==> src/rtl/ecc_smul_seq.sv <==
// Scalar-multiplication sequencer: scans a KW-bit scalar MSB-first and issues
// EC_DBL / EC_ADD commands to the EC datapath over the ec_en/ec_rdy handshake.
// Supports constant-time mode (dummy adds), leading-zero skip, a per-operation
// watchdog, an operation counter and sticky error reporting.
module ecc_smul_seq #(
    parameter int KW     = 256,
    parameter int TO_CYC = 4096,
    parameter int OPW    = 10
) (
    input  logic                  clk,
    input  logic                  rst,
    input  logic                  start,
    input  logic                  clr,
    input  logic                  ct_mode,
    input  logic [KW-1:0]         k_in,
    output logic                  rdy,
    output logic                  busy,
    output logic                  done,
    output logic                  err,
    output logic                  acc_init,
    output logic [2:0]            ec_op,
    output logic                  ec_en,
    output logic                  ec_commit,
    input  logic                  ec_rdy,
    output logic [$clog2(KW)-1:0] bit_idx,
    output logic [OPW-1:0]        op_cnt
);

    localparam int IW = $clog2(KW);
    localparam int WW = $clog2(TO_CYC + 1);

    localparam logic [2:0] EC_DBL = 3'b101;
    localparam logic [2:0] EC_ADD = 3'b100;

    typedef enum logic [3:0] {
        S_IDLE,
        S_SKIP,
        S_INIT,
        S_DBL_ISS,
        S_DBL_WAIT,
        S_ADD_ISS,
        S_ADD_WAIT,
        S_NEXT,
        S_FIN
    } state_t;

    state_t          state, state_nx;
    logic [KW-1:0]   k_reg;
    logic            ct_reg;
    logic [IW-1:0]   idx;
    logic [OPW-1:0]  cnt;
    logic            err_reg;
    logic [WW-1:0]   wd;

    logic            ld;
    logic            idx_dec;
    logic            cnt_inc;
    logic            set_err;
    logic            wd_clr;
    logic            cur_bit;
    logic            wait_first;
    logic            wd_expired;
    logic            in_wait;

    assign cur_bit    = k_reg[idx];
    assign wait_first = (wd == '0);
    assign wd_expired = (wd == WW'(TO_CYC - 1));
    assign in_wait    = (state == S_DBL_WAIT) || (state == S_ADD_WAIT);

    // Next-state decode and command outputs; clr overrides everything last.
    always_comb begin
        state_nx  = state;
        ld        = 1'b0;
        idx_dec   = 1'b0;
        cnt_inc   = 1'b0;
        set_err   = 1'b0;
        wd_clr    = 1'b0;
        ec_en     = 1'b0;
        ec_commit = 1'b0;
        ec_op     = 3'b000;
        case (state)
            S_IDLE: begin
                if (start) begin
                    ld = 1'b1;
                    if ((k_in == '0) || (ct_mode && !k_in[KW-1])) begin
                        set_err  = 1'b1;
                        state_nx = S_FIN;
                    end else if (ct_mode) begin
                        state_nx = S_INIT;
                    end else begin
                        state_nx = S_SKIP;
                    end
                end
            end
            S_SKIP: begin
                if (cur_bit) state_nx = S_INIT;
                else         idx_dec  = 1'b1;
            end
            S_INIT: begin
                if (idx == '0) begin
                    state_nx = S_FIN;
                end else begin
                    idx_dec  = 1'b1;
                    state_nx = S_DBL_ISS;
                end
            end
            S_DBL_ISS: begin
                ec_op = EC_DBL;
                if (ec_rdy) begin
                    ec_en     = 1'b1;
                    ec_commit = 1'b1;
                    cnt_inc   = 1'b1;
                    wd_clr    = 1'b1;
                    state_nx  = S_DBL_WAIT;
                end
            end
            S_DBL_WAIT: begin
                ec_op = EC_DBL;
                // ec_rdy in the first wait cycle may still reflect the
                // previous command, so it is not taken as completion.
                if (!wait_first) begin
                    if (ec_rdy) begin
                        state_nx = (cur_bit || ct_reg) ? S_ADD_ISS : S_NEXT;
                    end else if (wd_expired) begin
                        set_err  = 1'b1;
                        state_nx = S_FIN;
                    end
                end
            end
            S_ADD_ISS: begin
                ec_op = EC_ADD;
                if (ec_rdy) begin
                    ec_en     = 1'b1;
                    ec_commit = cur_bit;
                    cnt_inc   = 1'b1;
                    wd_clr    = 1'b1;
                    state_nx  = S_ADD_WAIT;
                end
            end
            S_ADD_WAIT: begin
                ec_op = EC_ADD;
                if (!wait_first) begin
                    if (ec_rdy) begin
                        state_nx = S_NEXT;
                    end else if (wd_expired) begin
                        set_err  = 1'b1;
                        state_nx = S_FIN;
                    end
                end
            end
            S_NEXT: begin
                if (idx == '0) begin
                    state_nx = S_FIN;
                end else begin
                    idx_dec  = 1'b1;
                    state_nx = S_DBL_ISS;
                end
            end
            S_FIN:   state_nx = S_IDLE;
            default: state_nx = S_IDLE;
        endcase
        if (clr) begin
            state_nx  = S_IDLE;
            ld        = 1'b0;
            idx_dec   = 1'b0;
            cnt_inc   = 1'b0;
            set_err   = 1'b0;
            wd_clr    = 1'b0;
            ec_en     = 1'b0;
            ec_commit = 1'b0;
        end
    end

    // State, scalar, bit index, op counter, sticky error and watchdog registers.
    always_ff @(posedge clk) begin
        if (rst) begin
            state   <= S_IDLE;
            k_reg   <= '0;
            ct_reg  <= 1'b0;
            idx     <= '0;
            cnt     <= '0;
            err_reg <= 1'b0;
            wd      <= '0;
        end else begin
            state <= state_nx;
            if (clr) begin
                idx     <= '0;
                cnt     <= '0;
                err_reg <= 1'b0;
                wd      <= '0;
            end else begin
                if (ld) begin
                    k_reg   <= k_in;
                    ct_reg  <= ct_mode;
                    idx     <= IW'(KW - 1);
                    cnt     <= '0;
                    err_reg <= set_err;
                end else begin
                    if (idx_dec) idx <= idx - 1'b1;
                    if (cnt_inc && (cnt != '1)) cnt <= cnt + 1'b1;
                    if (set_err) err_reg <= 1'b1;
                end
                if (wd_clr)       wd <= '0;
                else if (in_wait) wd <= wd + 1'b1;
            end
        end
    end

    assign rdy      = (state == S_IDLE);
    assign busy     = (state != S_IDLE);
    assign done     = (state == S_FIN);
    assign acc_init = (state == S_INIT);
    assign err      = err_reg;
    assign op_cnt   = cnt;
    assign bit_idx  = idx;

endmodule

==> config.mk <==
export PLATFORM = sky130hd
export DESIGN_NAME = ecc_smul_seq
export DESIGN_NICKNAME = d
export VERILOG_FILES = /design/src/rtl/ecc_smul_seq.sv
export SDC_FILE = /design/constraint.sdc
export NUM_CORES = 1
export LEC_CHECK = 0
export CAP_MARGIN = 20
export CORE_MARGIN = 2
export CORE_UTILIZATION = 55
export DETAILED_ROUTE_END_ITERATION = 16
export PLACE_DENSITY = 0.85
export SYNTH_ARGS = -nofsm -noshare
export SYNTH_HDL_FRONTEND = slang
export SYNTH_SLANG_ARGS = --single-unit
==> constraint.sdc <==
create_clock -name clk -period 6.52 [get_ports clk]
set_input_delay 1.304 -clock clk [delete_from_list [all_inputs] [get_ports clk]]
set_output_delay 1.304 -clock clk [all_outputs]
set_load 0.01 [all_outputs]
==> impl_results.md <==
* Overall Power at 4265 uW
* P_leak at 0.005951 uW
* Post-synth top cells: 568 x nand2_1, 293 x dfxtp_1, 273 x a21oi_1
* Die Height at 161.6 um
* Row cnt at 57
* Max-Cap Viols at 0
* Worst-path maximum fanout at 52
* Final Core Density at 0.7177
* DR vias/cell at 6.021
* Setup violators final at 0
* CTS hold repair buffers at 0
* Min cycle time layout at 5.785 ns
* Core Box Area at 24320 sq um
* Full die area at 26110 sq um
* Gr usage total at 0.3092
* Fmax at 172.9 MHz
* Worst Max-Slew Pin Slew at 1.122 ns
* CTS resizes at 0
* Die width at 161.6 um
* Unique cell type count in the Yosys netlist at 69
* DRT Pass-1 Iters at 5
* Design area at 17450 sq um
* # Post-CTS Setup Buffers at 0
* WS Path Type: reg2out
* Met3 Track Usage GR at 0.04777
* Critical path buffer and inverter count at 2
* PortBufs at 288
* Gr busiest metal: met2
* DRT iter0 DRCs at 1295
* Global route total overflow at 0
* Worst Hold Class: reg2reg
* Syn Std Cell Area at 13660 sq um
* Crit. End Element: primary output
* Fin crit share at 0.8873
* Initial antenna violation count at 0
* Synth Instances at 1658
* Layout cells sized above 1 at 0.07484
* Clk pin slew, worst setup/hold paths at 0.06 ns
* Synth Area in Adders at 0.003664
* Syn avg cell area at 8.238 sq um
* Power Dens Cells at 244.4 nW/um^2
* Synth Area in Compound Gates at 0.1437
* HPWL after DPL at 29260 um
* Max-slew headroom at 0.2517
* Detailed Route WL at 41320 um
* Unrepaired setup endpoints after global routing: false
* Worst path cell trace: inv_1 > mux4_2 > and2_4 > o21ai_4 > a32oi_4 > a211oi_1 > nor3_1 > clkdlybuf4s50_1
* Number of fill cells at 1805
* Largest net degree at the start of global routing at 263
* Wire per inst at 18.71 um
* Area share of the largest cell type after synthesis at 0.4294
* Final max-slew violation count at 0
* Clock Skews at 0.01146 ns
* CP required at 5.22 ns
* CTS tree: yes
* DR vias at 13290
* #FFs+latches synth at 293
* GP Congestion at 0.9157
* Post-route ant nets at 0
* Status: finished clean
* Fraction of registers with async set/reset at 0
* Num Clock Sinks at 293
* Multi-input combinational cell area at 7184 sq um
* Clock Tree Buf Depth at 3
* Initial Util at 0.5617
* Critical path's top delay family: buffers and inverters
* Main combinational cell family by area after synthesis: simple AND/OR/NAND/NOR gates
* Most used DFF post-synth: dfxtp_1
* Yosys warns at 0
* Startpoint types: flip-flop
* Count leader, synth: nand2_1
* Fin. Hold Viols at 0
* Worst Path Arrival at 4.48 ns
* Global-route wire length before repair at 65140 um
* Clk_lat worst skew at 0.56 ns
* Syn_nets at 1924
* Yosys top cell by area: dfxtp_1
* Proportion of synthesized chip area in sequential cells at 0.4294
* Met1 Usage GRT at 0.3985
* Slowest CP cell: dfxtp_4
* Post-layout net count at 2128
* VDD IR-drop max at 0.1532 mV
* EDFF count, synth at 0
* Max reg flops at 256
* Synth top area cells: dfxtp_1 43%, nand2_1 16%, a21oi_1 10%
* GR Layer Usage met2 at 0.5237
* Vias in the first global route at 12830
* Synth Area in XOR/XNOR at 0.009618
* CP peak stage delay at 0.96 ns
* Total negative slack at 0 ns
* Num CTS Buffers at 30
* Area Overhead vs Synth at 27.77%
* Root buf cell: clkbuf_16
* # diodes at 0
* CTS H-tree depth at 1
* Simple-gate share of the synthesized area at 0.2424
* I/O pin count at 290
* Post-place instance area at 16480 sq um
* Residual DRC at 0
* Mux cell area share after synthesis at 0.1252
* Register Area at 5874 sq um
==> cell usage in the layout (no fill, tap or decap), types with 4 or more instances in the layout <==
cell type        instances
a211oi_1                 7
a21oi_1                273
a31oi_1                  4
and3_1                   4
buf_4                    5
clkbuf_16               30
clkbuf_8                 6
clkdlybuf4s50_1        287
clkinv_2                 8
clkinvlp_4               4
dfxtp_1                290
ha_1                     4
inv_1                   12
mux2_2                   8
mux2i_1                 19
mux4_1                   9
mux4_2                  53
nand2_1                568
nand2b_1                 4
nand3_1                 10
nand4_1                 27
nor2_1                  40
nor3_1                  15
nor4_1                  77
nor4b_1                  4
o2111ai_1                4
o21ai_0                 17
or3_1                   10
xnor2_1                  5
xor2_1                  10
==> worst register-to-register path: cells and delay by family, from the launching register on <==
kind / cells / cell delay [ns]
DFF: 1 / 0.96
muxes: 1 / 0.64
buffers and inverters: 1 / 0.71
AOI/OAI and AO/OA: 5 / 1.25
and+or+nand+nor: 1 / 0.18
==> where the power goes <==
part,switching (uW),leakage (uW),internal [uW],total [uW]
clock network,720,0.000474,952,1670
logic,313,0.00309,309,621
registers,92.0,0.00239,1880,1970
total,1120,0.00595,3140,4270
==> kinds of logic after synthesis <==
| family | after synthesis |
|---|---|
| adders and majority gates | 4 |
| xor gates and xnor gates | 15 |
| and+or+nand+nor | 774 |
| DFF | 293 |
| AOI/OAI and AO/OA | 345 |
| muxes | 89 |
| other | 1 |
| buffers and inverters | 137 |
==> final timing paths <==
kind	startpoint	to	slack, ns	cells past startpoint
min	k_reg[76]	k_reg[76]	0.45	2
min reg2reg	k_reg[76]	k_reg[76]	0.45	2
max reg2reg	bit_idx[0]	bit_idx[2]	2.68	8
max	bit_idx[0]	ec_commit	0.74	8
==> per-stage QoR <==
stage	hold slack [ns]	setup slack (ns)	cells
2_1_floorplan	0.4315	2.820	1658
3_3_place_gp	0.4392	1.392	2154
3_5_place_dp	0.4451	1.342	2154
4_1_cts	0.4541	0.7524	2208
5_1_grt	0.4705	0.5194	2208
6_report	0.4532	0.7351	2208
==> layout make-up <==
type	count	area share
Sequential cell	293	0.3366
Clock buffer	39	0.04839
Multi-Input combinational cell	1228	0.4116
Tap cell	324	0.02323
Clock inverter	15	0.007169
Inverter	14	0.003298
Timing Repair Buffer	295	0.1697
==> metal layers <==
metal	vias up	routed length (um)
met3	118	3587
met2	680	20160
li1	6232	-
met1	6264	16010
met5	-	0
met4	0	1562
Power figures use the tool's default switching activity.
